[config.mk]
export PLATFORM = sky130hd
export DESIGN_NAME = filter_stream_switch
export DESIGN_NICKNAME = d
export VERILOG_FILES = /design/src/rtl/filter_pkg.sv /design/src/rtl/filter_stream_switch_eof_detect.sv /design/src/rtl/filter_stream_switch.sv
export SDC_FILE = /design/constraint.sdc
export NUM_CORES = 1
export LEC_CHECK = 0
export ABC_AREA = 1
export CAP_MARGIN = 30
export CORE_AREA = 4 4 252 254
export DETAILED_ROUTE_END_ITERATION = 12
export DIE_AREA = 0 0 256 258
export HOLD_SLACK_MARGIN = 0.1
export SLEW_MARGIN = 40
export SYNTH_ARGS = -nofsm -noshare
export SYNTH_HDL_FRONTEND = slang
export SYNTH_HIERARCHICAL = 1
export SYNTH_SLANG_ARGS = --single-unit
[constraint.sdc]
create_clock -name clk -period 2.2 [get_ports clk]
set_input_delay 0.44 -clock clk [delete_from_list [all_inputs] [get_ports clk]]
set_output_delay 0.44 -clock clk [all_outputs]
set_load 0.05 [all_outputs]
[src/rtl/filter_pkg.sv]
// ----------------------------------------------------------------------------
// filter_pkg
// Shared types and constants for the filter stream switch.
//   pix_stream_t       : one write-stream beat (we/addr/data) at the default
//                        QVGA / RGB565 widths
//   sw_state_e         : channel-switch controller states
//   FRAME_PIXELS_QVGA  : pixels in one 320x240 frame
//   PIX_ADDR_W/DATA_W  : default write-address and pixel widths
// ----------------------------------------------------------------------------
package filter_pkg;

    localparam int FRAME_PIXELS_QVGA = 320 * 240;
    localparam int PIX_ADDR_W        = 17;
    localparam int PIX_DATA_W        = 16;

    typedef struct packed {
        logic                  we;
        logic [PIX_ADDR_W-1:0] addr;
        logic [PIX_DATA_W-1:0] data;
    } pix_stream_t;

    // RUN: routing active_sel; PENDING: waiting for a frame boundary;
    // FLUSH: new channel routed but frame-buffer writes suppressed.
    typedef enum logic [1:0] {
        SW_RUN     = 2'b00,
        SW_PENDING = 2'b01,
        SW_FLUSH   = 2'b10
    } sw_state_e;

endpackage

[src/rtl/filter_stream_switch_eof_detect.sv]
// ----------------------------------------------------------------------------
// stream_eof_detect
// Per-channel end-of-frame comparator. A channel is at end-of-frame when it
// writes the last pixel address of the frame in the current cycle.
//   we_bus   in  N_CH         per-channel write enable
//   addr_bus in  N_CH*ADDR_W  per-channel address, channel k at [k*ADDR_W +: ADDR_W]
//   eof      out N_CH         combinational end-of-frame flags
// ----------------------------------------------------------------------------
module stream_eof_detect
    import filter_pkg::*;
#(
    parameter int N_CH         = 16,
    parameter int ADDR_W       = PIX_ADDR_W,
    parameter int FRAME_PIXELS = FRAME_PIXELS_QVGA
) (
    input  logic [N_CH-1:0]        we_bus,
    input  logic [N_CH*ADDR_W-1:0] addr_bus,
    output logic [N_CH-1:0]        eof
);

    localparam logic [ADDR_W-1:0] LAST_ADDR = ADDR_W'(FRAME_PIXELS - 1);

    // Compare every channel against the last frame address in parallel.
    always_comb begin
        eof = '0;
        for (int k = 0; k < N_CH; k++) begin
            eof[k] = we_bus[k] && (addr_bus[k*ADDR_W +: ADDR_W] == LAST_ADDR);
        end
    end

endmodule

[src/rtl/filter_stream_switch.sv]
// ----------------------------------------------------------------------------
// filter_stream_switch
// Routes one of N_CH filter write streams to the frame-buffer write port.
// A requested channel change only takes effect at an end-of-frame of the
// channel currently routed (or after TIMEOUT cycles without one), so the
// frame buffer never holds a torn frame. After a switch, FLUSH_FRAMES frames
// of the new channel are kept out of the frame buffer. Channels flagged in
// POST_MASK take their frame-buffer stream from the shared post-stage return.
//
// Ports
//   clk                          in   system clock
//   reset                        in   synchronous, active-low reset
//   sel                          in   requested channel (level)
//   we_bus/addr_bus/data_bus     in   per-channel write streams
//   post_in_we/addr/data         out  active stream to post-stage, registered
//   post_out_we/addr/data        in   post-stage return stream
//   o_we/o_addr/o_data           out  frame-buffer write stream, registered
//   active_sel                   out  channel currently routed
//   busy                         out  switch in progress (PENDING or FLUSH)
//   frame_done                   out  pulse the cycle after an active EOF
// ----------------------------------------------------------------------------
module filter_stream_switch
    import filter_pkg::*;
#(
    parameter int              N_CH         = 16,
    parameter int              ADDR_W       = PIX_ADDR_W,
    parameter int              DATA_W       = PIX_DATA_W,
    parameter int              FRAME_PIXELS = FRAME_PIXELS_QVGA,
    parameter int              DEFAULT_SEL  = 0,
    parameter int              FLUSH_FRAMES = 1,
    parameter logic [N_CH-1:0] POST_MASK    = '0,
    parameter int              TIMEOUT      = 2**20,
    localparam int             SEL_W        = $clog2(N_CH)
) (
    input  logic                   clk,
    input  logic                   reset,
    input  logic [SEL_W-1:0]       sel,
    input  logic [N_CH-1:0]        we_bus,
    input  logic [N_CH*ADDR_W-1:0] addr_bus,
    input  logic [N_CH*DATA_W-1:0] data_bus,
    output logic                   post_in_we,
    output logic [ADDR_W-1:0]      post_in_addr,
    output logic [DATA_W-1:0]      post_in_data,
    input  logic                   post_out_we,
    input  logic [ADDR_W-1:0]      post_out_addr,
    input  logic [DATA_W-1:0]      post_out_data,
    output logic                   o_we,
    output logic [ADDR_W-1:0]      o_addr,
    output logic [DATA_W-1:0]      o_data,
    output logic [SEL_W-1:0]       active_sel,
    output logic                   busy,
    output logic                   frame_done
);

    localparam int TMO_W = $clog2(TIMEOUT + 1);
    localparam int FC_W  = $clog2(FLUSH_FRAMES + 2);

    localparam logic [SEL_W-1:0] DEF_SEL  = SEL_W'(DEFAULT_SEL);
    localparam logic [SEL_W:0]   N_CH_L   = (SEL_W+1)'(N_CH);
    localparam logic [TMO_W-1:0] TMO_LAST = TMO_W'(TIMEOUT - 1);
    localparam logic [FC_W-1:0]  FC_LAST  = FC_W'(FLUSH_FRAMES);

    sw_state_e         state_r;
    logic [SEL_W-1:0]  active_sel_r;
    logic [SEL_W-1:0]  pend_sel_r;
    logic [TMO_W-1:0]  tmo_cnt_r;
    logic [FC_W-1:0]   flush_cnt_r;

    logic [ADDR_W-1:0] addr_arr_s [N_CH];
    logic [DATA_W-1:0] data_arr_s [N_CH];
    logic [N_CH-1:0]   eof_vec_s;

    logic              cur_we_s;
    logic [ADDR_W-1:0] cur_addr_s;
    logic [DATA_W-1:0] cur_data_s;
    logic              eof_act_s;
    logic              sel_ok_s;
    logic              flushing_s;
    logic              tmo_hit_s;
    logic              flush_last_s;

    // Unpacked per-channel views of the flat buses for variable indexing.
    for (genvar k = 0; k < N_CH; k++) begin : g_split
        assign addr_arr_s[k] = addr_bus[k*ADDR_W +: ADDR_W];
        assign data_arr_s[k] = data_bus[k*DATA_W +: DATA_W];
    end

    stream_eof_detect #(
        .N_CH         (N_CH),
        .ADDR_W       (ADDR_W),
        .FRAME_PIXELS (FRAME_PIXELS)
    ) u_eof (
        .we_bus   (we_bus),
        .addr_bus (addr_bus),
        .eof      (eof_vec_s)
    );

    // Select the active channel's stream and derive per-cycle control terms.
    always_comb begin
        cur_we_s     = we_bus[active_sel_r];
        cur_addr_s   = addr_arr_s[active_sel_r];
        cur_data_s   = data_arr_s[active_sel_r];
        eof_act_s    = eof_vec_s[active_sel_r];
        // Out-of-range requests are ignored entirely.
        sel_ok_s     = ({1'b0, sel} < N_CH_L);
        flushing_s   = (state_r == SW_FLUSH);
        tmo_hit_s    = (tmo_cnt_r == TMO_LAST);
        flush_last_s = ((flush_cnt_r + FC_W'(1)) == FC_LAST);
    end

    // Output registers: post-stage feed always follows the bypass stream;
    // the frame-buffer stream comes from the post-stage only for masked
    // channels, so stale post-stage beats vanish as soon as we switch away.
    always_ff @(posedge clk) begin
        if (!reset) begin
            post_in_we   <= 1'b0;
            post_in_addr <= '0;
            post_in_data <= '0;
            o_we         <= 1'b0;
            o_addr       <= '0;
            o_data       <= '0;
            frame_done   <= 1'b0;
        end else begin
            post_in_we   <= cur_we_s;
            post_in_addr <= cur_addr_s;
            post_in_data <= cur_data_s;
            frame_done   <= eof_act_s;
            if (POST_MASK[active_sel_r]) begin
                o_we   <= post_out_we & ~flushing_s;
                o_addr <= post_out_addr;
                o_data <= post_out_data;
            end else begin
                o_we   <= cur_we_s & ~flushing_s;
                o_addr <= cur_addr_s;
                o_data <= cur_data_s;
            end
        end
    end

    // Channel-switch controller with its timeout and flush counters.
    always_ff @(posedge clk) begin
        if (!reset) begin
            state_r      <= SW_RUN;
            active_sel_r <= DEF_SEL;
            pend_sel_r   <= DEF_SEL;
            tmo_cnt_r    <= '0;
            flush_cnt_r  <= '0;
        end else begin
            case (state_r)
                SW_RUN: begin
                    if (sel_ok_s && (sel != active_sel_r)) begin
                        pend_sel_r <= sel;
                        tmo_cnt_r  <= '0;
                        state_r    <= SW_PENDING;
                    end
                end
                SW_PENDING: begin
                    if (sel_ok_s) begin
                        pend_sel_r <= sel;
                    end
                    if (sel == active_sel_r) begin
                        // Request withdrawn before any boundary: nothing changes.
                        state_r <= SW_RUN;
                    end else if (eof_act_s || tmo_hit_s) begin
                        // The EOF pixel itself still belongs to the old channel
                        // and is written this cycle by the output registers.
                        active_sel_r <= pend_sel_r;
                        flush_cnt_r  <= '0;
                        if (FLUSH_FRAMES == 0) begin
                            state_r <= SW_RUN;
                        end else begin
                            state_r <= SW_FLUSH;
                        end
                    end else begin
                        tmo_cnt_r <= tmo_cnt_r + TMO_W'(1);
                    end
                end
                SW_FLUSH: begin
                    if (eof_act_s) begin
                        if (flush_last_s) begin
                            if (sel_ok_s && (sel != active_sel_r)) begin
                                pend_sel_r <= sel;
                                tmo_cnt_r  <= '0;
                                state_r    <= SW_PENDING;
                            end else begin
                                state_r <= SW_RUN;
                            end
                        end else begin
                            flush_cnt_r <= flush_cnt_r + FC_W'(1);
                        end
                    end
                end
                default: begin
                    state_r <= SW_RUN;
                end
            endcase
        end
    end

    assign active_sel = active_sel_r;
    assign busy       = (state_r != SW_RUN);

endmodule

After elaboration in Yosys (flattened, before gate mapping)
Memories as Yosys holds them, arrays and structs flattened. A register that Yosys moved wholly into a read port is not among the register bits.
Cells that the tools add are included.
{"block": "totals", "register_bits": 102, "input_bits": 584, "out_inout_bits": 74, "mem_count": 1, "mem_bits_ro": 16}
{"block": "op_classes", "bitwise": 5, "n_lt_le_gt_ge": 2, "mux": 38, "addsub": 2, "reduce_logical": 26, "eq_ne": 30}
{"memory": "(name not given)", "depth": 16, "word_bits": 1, "rd": 1, "rd_clocked_by_memory_dff": 1, "wr": 0, "line": "filter_stream_switch.sv:128", "text": "if (POST_MASK[active_sel_r]) begin"}
{"op": "$eq 17x17->1 const B", "count": 16}
{"op": "$mux 21", "count": 5}
{"op": "$bmux 17 s4", "count": 1}
{"op": "$bmux 16 s4", "count": 1}
{"op": "$pmux 21 s3", "count": 1}
{"op": "$mux 17", "count": 3}
{"op": "$mux 16", "count": 3}
{"op": "$add 21x1->21 const B", "count": 1}
{"op": "$eq 21x20->1 const B", "count": 1}
{"op": "$mux 4", "count": 5}
{"op": "$mux 2", "count": 9}
{"op": "$logic_and 1x1->1", "count": 16}
{"op": "$ne 2x2->1 const B", "count": 6}
{"op": "$pmux 4 s3", "count": 1}
{"op": "$reduce_and 5->1", "count": 2}
{"op": "$bmux 1 s4", "count": 2}
{"op": "$pmux 2 s3", "count": 1}
{"op": "$reduce_and 3->1", "count": 2}
{"op": "$ge 5x5->1 const B", "count": 1}
{"op": "$lt 4x5->1 const B", "count": 1}
{"op": "$mux 1", "count": 5}
{"op": "$not 4->5", "count": 1}
{"op": "$eq 2x1->1 const B", "count": 2}
{"op": "$eq 4x4->1", "count": 1}
{"op": "13 further kinds", "count": 16}

Logic depth before layout (Yosys ltp)
{"block": "depth", "word_depth": 8, "depth_mapped": 17, "ltp_nobuf": 16}

Modules after synthesis
Netlist, hierarchy kept.
{"mod": "filter_stream_switch", "instances": 1, "cells_each": 1336, "area_per_inst_um2": 7786.2}
{"mod": "stream_eof_detect", "instances": 1, "cells_each": 304, "area_per_inst_um2": 1181.1}

Worst setup path before layout
No wires, ideal clock.
{"block": "synth_path", "kind": "register -> register", "from": "register active_sel_r[0] (netlist: active_sel[0])", "to": "register tmo_cnt_r[8]", "slack_ns": 0.219, "stages_incl_launch_ff": 15, "t_required_ns": 2.085, "arrival_time_ns": 1.867, "setup_ns": 0.115, "path_buffers": 3, "cell_sequence": "dfxtp_1 > buf_6 > buf_6 > nand2_1 > nand2_1 > nand2_1 > nand3_1 > nand3_2 > nand3_2 > nand2_4 > nor2_8 > buf_4 > nand3_1 > nand2_1 > nor2_1"}
{"block": "synth_between", "elab_chain_len": 5}
{"item": "start, declared", "line": "filter_stream_switch.sv:64", "text": "logic [SEL_W-1:0] active_sel_r;"}
{"item": "start signal, assigned", "line": "filter_stream_switch.sv:167", "text": "active_sel_r <= pend_sel_r;"}
{"item": "$bmux 1 s4 / $ne 4x4->1 (equally long branches)", "line": "filter_stream_switch.sv:103, filter_stream_switch.sv:151, filter_stream_switch.sv:181"}
{"item": "$mux 1 (implied by the code) / $mux 21 (equally long branches)"}
{"item": "$logic_or 1x1->1 / $mux 21 (equally long branches)"}
{"item": "$ne 2x2->1 (no source line) / $mux 21 (equally long branches)"}
{"item": "$reduce_and 5->1 (no source line) / $pmux 21 s3 (equally long branches)"}
{"item": "end signal, assigned", "line": "filter_stream_switch.sv:175", "text": "tmo_cnt_r <= tmo_cnt_r + TMO_W'(1);"}
{"item": "end, declared", "line": "filter_stream_switch.sv:66", "text": "logic [TMO_W-1:0] tmo_cnt_r;"}
Parallel ways exist; a longest one is shown, timed or not. The select of a mux whose other input is x is not followed.
A chain may end at the register's enable or synchronous reset.

Worst setup path after layout
{"block": "layout_path", "from": "input addr_bus[86]", "to": "register tmo_cnt_r[14]"}
{"block": "layout_between", "elab_chain_len": 7}
{"item": "start, declared", "line": "filter_stream_switch.sv:39", "text": "input logic [N_CH*ADDR_W-1:0] addr_bus,"}
{"item": "$eq 17x17->1 *", "line": "filter_stream_switch_eof_detect.sv:27", "text": "eof[k] = we_bus[k] && (addr_bus[k*ADDR_W +: ADDR_W] == LAST_ADDR);"}
{"item": "$logic_and 1x1->1 *", "line": "filter_stream_switch_eof_detect.sv:27"}
{"item": "net eof_vec_s[5]", "line": "filter_stream_switch.sv:71", "text": "logic [N_CH-1:0] eof_vec_s;"}
{"item": "$bmux 1 s4 *", "line": "filter_stream_switch.sv:103", "text": "eof_act_s = eof_vec_s[active_sel_r];"}
{"item": "$mux 1 (implied by the code) *", "line": "filter_stream_switch.sv:103"}
{"item": "$logic_or 1x1->1", "line": "filter_stream_switch.sv:164", "text": "end else if (eof_act_s || tmo_hit_s) begin"}
{"item": "$ne 2x2->1 (no source line)"}
{"item": "$reduce_and 5->1 (no source line) *"}
Mark *: on every way through the listed nets, which the timed path passes. The rest lies on a longest branch. The select of a mux whose other input is x is not followed.

==> metrics.txt <==
Routability Congestion=0.906; Post-synth EDFFs=0; core area=~60,000 um^2; CTS buffer count=9; CTS Sinks=just under 70; synth-to-layout area growth=97.8%; CP max stage delay=approximately 550 ps; CP endpoint kind=flop; run status=completed; flops & latches, synth=69; Final Hold Vio Count=0; Startpoint Class=input pin; Post-synth ARST share=0%; hold path cells=2; starting density of the core=roughly 15%; initial antenna violation count=30; pwr dens=approximately 290 nW/um^2; GR Overflow Total=0; drt first pass iters=5; worst hold-check path type=flop to flop; pre-CTS setup slack=-861 ps; worst path required time=around 2500 ps; Inst Count DP=between 3,000 and 4,000; Routed Antenna Nets=0; Die Area=approximately 66,000 um^2; final setup fails=0; register area share after synthesis=around 15%; P_leak=7.17 nW; Worst slew margin=between 50% and 60%; most common cell after layout, fill and taps aside=clkdlybuf4s50_1; CTS H-Tree Depth=3; Critical-path top delay cell=clkdlybuf4s50_1; Period Utilization, post-route=around 96%; Achievable Freq=474 MHz; DRT Wirelength=around 69 mm; worst-path maximum fanout=6; # rows=91; Clock Pin Slew Worst Setup and Hold Paths=~80 ps; vias=around 14,000; leading cell types in the layout, fill and taps excluded=clkdlybuf4s50_1 (358), nor2_1 (339), o21ai_0 (274); post-route cell area=17,700 um^2; Post-Layout Cell Count=3,050; CP dominant cell by count=nand3_4; Fin Setup TNS=0 ps; I/O pin total=roughly 660; Syn Area/Cell=5.47 um^2; hpwl dp=between 50 and 60 mm; layout cells sized above 1=about 17%; gr usage total=19.9%; setup ws final=around 90 ps; placed instance area=approximately 17,000 um^2; max-slew violation count=0; largest net degree at the start of global routing=73; Crit Path Class=input pin to flop; root buf cell=clkbuf_16; die height=around 260 um; vias in the first global route=14,300; global-route wire length before repair=97.5 mm; number of max-cap violations=0; cells after synthesis=between 1,500 and 2,000; vias per inst=roughly 4.7; Final Critical Period=2110 ps; clk_lat worst skew=between 300 and 400 ps; # DRC=0; die extent in x=256 um; Buf/Inv on CP=4; I/O Buffers=approximately 620; CTS tree=built; Layout Nets=2,827; worst-margin pin slew=between 600 and 700 ps; synth unique cells=34; Levels on crit path=15; critical path's top delay family=simple AND/OR/NAND/NOR gates; Layout Skew=roughly 15 ps; peak supply drop=about 0.33 mV; CP Cell Sequence=clkdlybuf4s50_1, nand3_4, nor2_4, inv_1, nand2_1, nand3_2, nand3_2, nand3_4, nand3_4, nand2_4, nor2_8, buf_12, buf_8, nand3_1, a21oi_1; depth of the worst register-to-register path=7; cell area after synthesis=8970 um^2; syn nets=around 2,200; DR iter-0 viols=around 1,100; final hold slack=between 400 and 500 ps; clock buffer depth=2; number of synthesis warnings=6; post-DR wirelength/cell=22.7 um; CP Data Arrival Time=~2400 ps; Synth Flop Type=dfxtp_1
-- power by group --
| part | total (mW) | switching [mW] | internal, mW | leakage (nW) |
|---|---|---|---|---|
| registers | 1.38 | 0.0656 | 1.32 | 0.572 |
| clock network | 1.52 | 0.750 | 0.768 | 0.122 |
| logic | 2.20 | 1.06 | 1.15 | 6.47 |
| total | 5.10 | 1.87 | 3.23 | 7.17 |
-- metal layers --
metal	global-route usage [%]	share of wire, %	vias up
met5	0	0.11	-
met1	24.1	42	6619
met4	6.84	3.3	12
li1	-	-	6824
met2	34.9	48	665
met3	4.25	6.6	111
-- per-stage QoR --
| stage | utilization (%) | total power, mW |
|---|---|---|
| after global placement | 27.0 | 3.61 |
| after global routing | 28.9 | 5.34 |
| final | 29.0 | 5.10 |
| after floorplan | - | 2.11 |
| after CTS | 28.5 | 5.17 |
| after detailed placement | 27.0 | 3.61 |
-- flip-flops by register name, summed over array words and instances, names as in the netlist --
name / cells
active_sel: 4
o_addr: 17
o_data: 16
frame_done: 1
o_we: 1
pend_sel_r: 4
flush_cnt_r: 2
state_r: 2
tmo_cnt_r: 21
post_in_we: 1
-- tightest hold or removal path, delay by kind of cell, from the launching register on --
kind             cells  cell delay, ps
AO/OA/AOI/OAI        1              50
AND/OR/NAND/NOR      1              60
flip-flops           1             310
-- synthesized netlist by cell type, types with 5 or more instances --
master	count	area share, %
buf_4	38	3.2
buf_6	6	0.75
o211ai_1	41	3.4
nor3_1	10	0.56
nor2_1	401	17
o21ai_1	7	0.39
nand2_1	228	9.5
xor2_1	9	0.88
a21oi_1	66	3.7
nand3_1	107	6.0
o21ai_0	274	15
o221ai_1	96	9.4
buf_2	17	0.95
buf_1	5	0.21
dfxtp_1	69	15
clkbuf_1	96	4.0
o22ai_1	40	2.8
inv_1	105	4.4
-- area by class of cell --
type | instances | area, um^2
fill | 6833 | 43500
multi-input combinational | 1300 | 7330
timing repair buffer | 753 | 7300
sequential | 69 | 1390
tap | 790 | 988
inverter | 108 | 415
clock buffer | 11 | 233
clock inverter | 5 | 36.3
antenna | 14 | 35.0
-- kinds of logic (layout without fill, tap and decap cells) --
kind of cell    Yosys count  after routing  synth area share, %
compound gates          526            526                 35.1
xor+xnor                 11             11                 1.07
fa+ha+maj                 2              2                0.279
buf+inv                 271            877                 13.7
flops                    69             69                 15.4
other cells               0             14                    0
simple gates            761            761                 34.4
-- path summary, 6_finish.rpt --
check	from	end	slack (ps)
hold / removal	pend_sel_r[3]	pend_sel_r[3]	460
hold reg to reg	pend_sel_r[3]	pend_sel_r[3]	460
setup / recovery	addr_bus[86]	tmo_cnt_r[14]	90
setup reg to reg	active_sel[0]	o_data[13]	140
-- what timing repair did --
item / CTS / global route
cloned: 2 / 0
endpoints found under the setup margin: 34 / 34
buffers inserted: 5 / 1
hold buffers: 0 / 0
resized for setup: 448 / 111
pin swaps: 135 / 62
endpoints found under the hold margin: 0 / 0
Note: power is estimated with default switching activity, not from simulation.
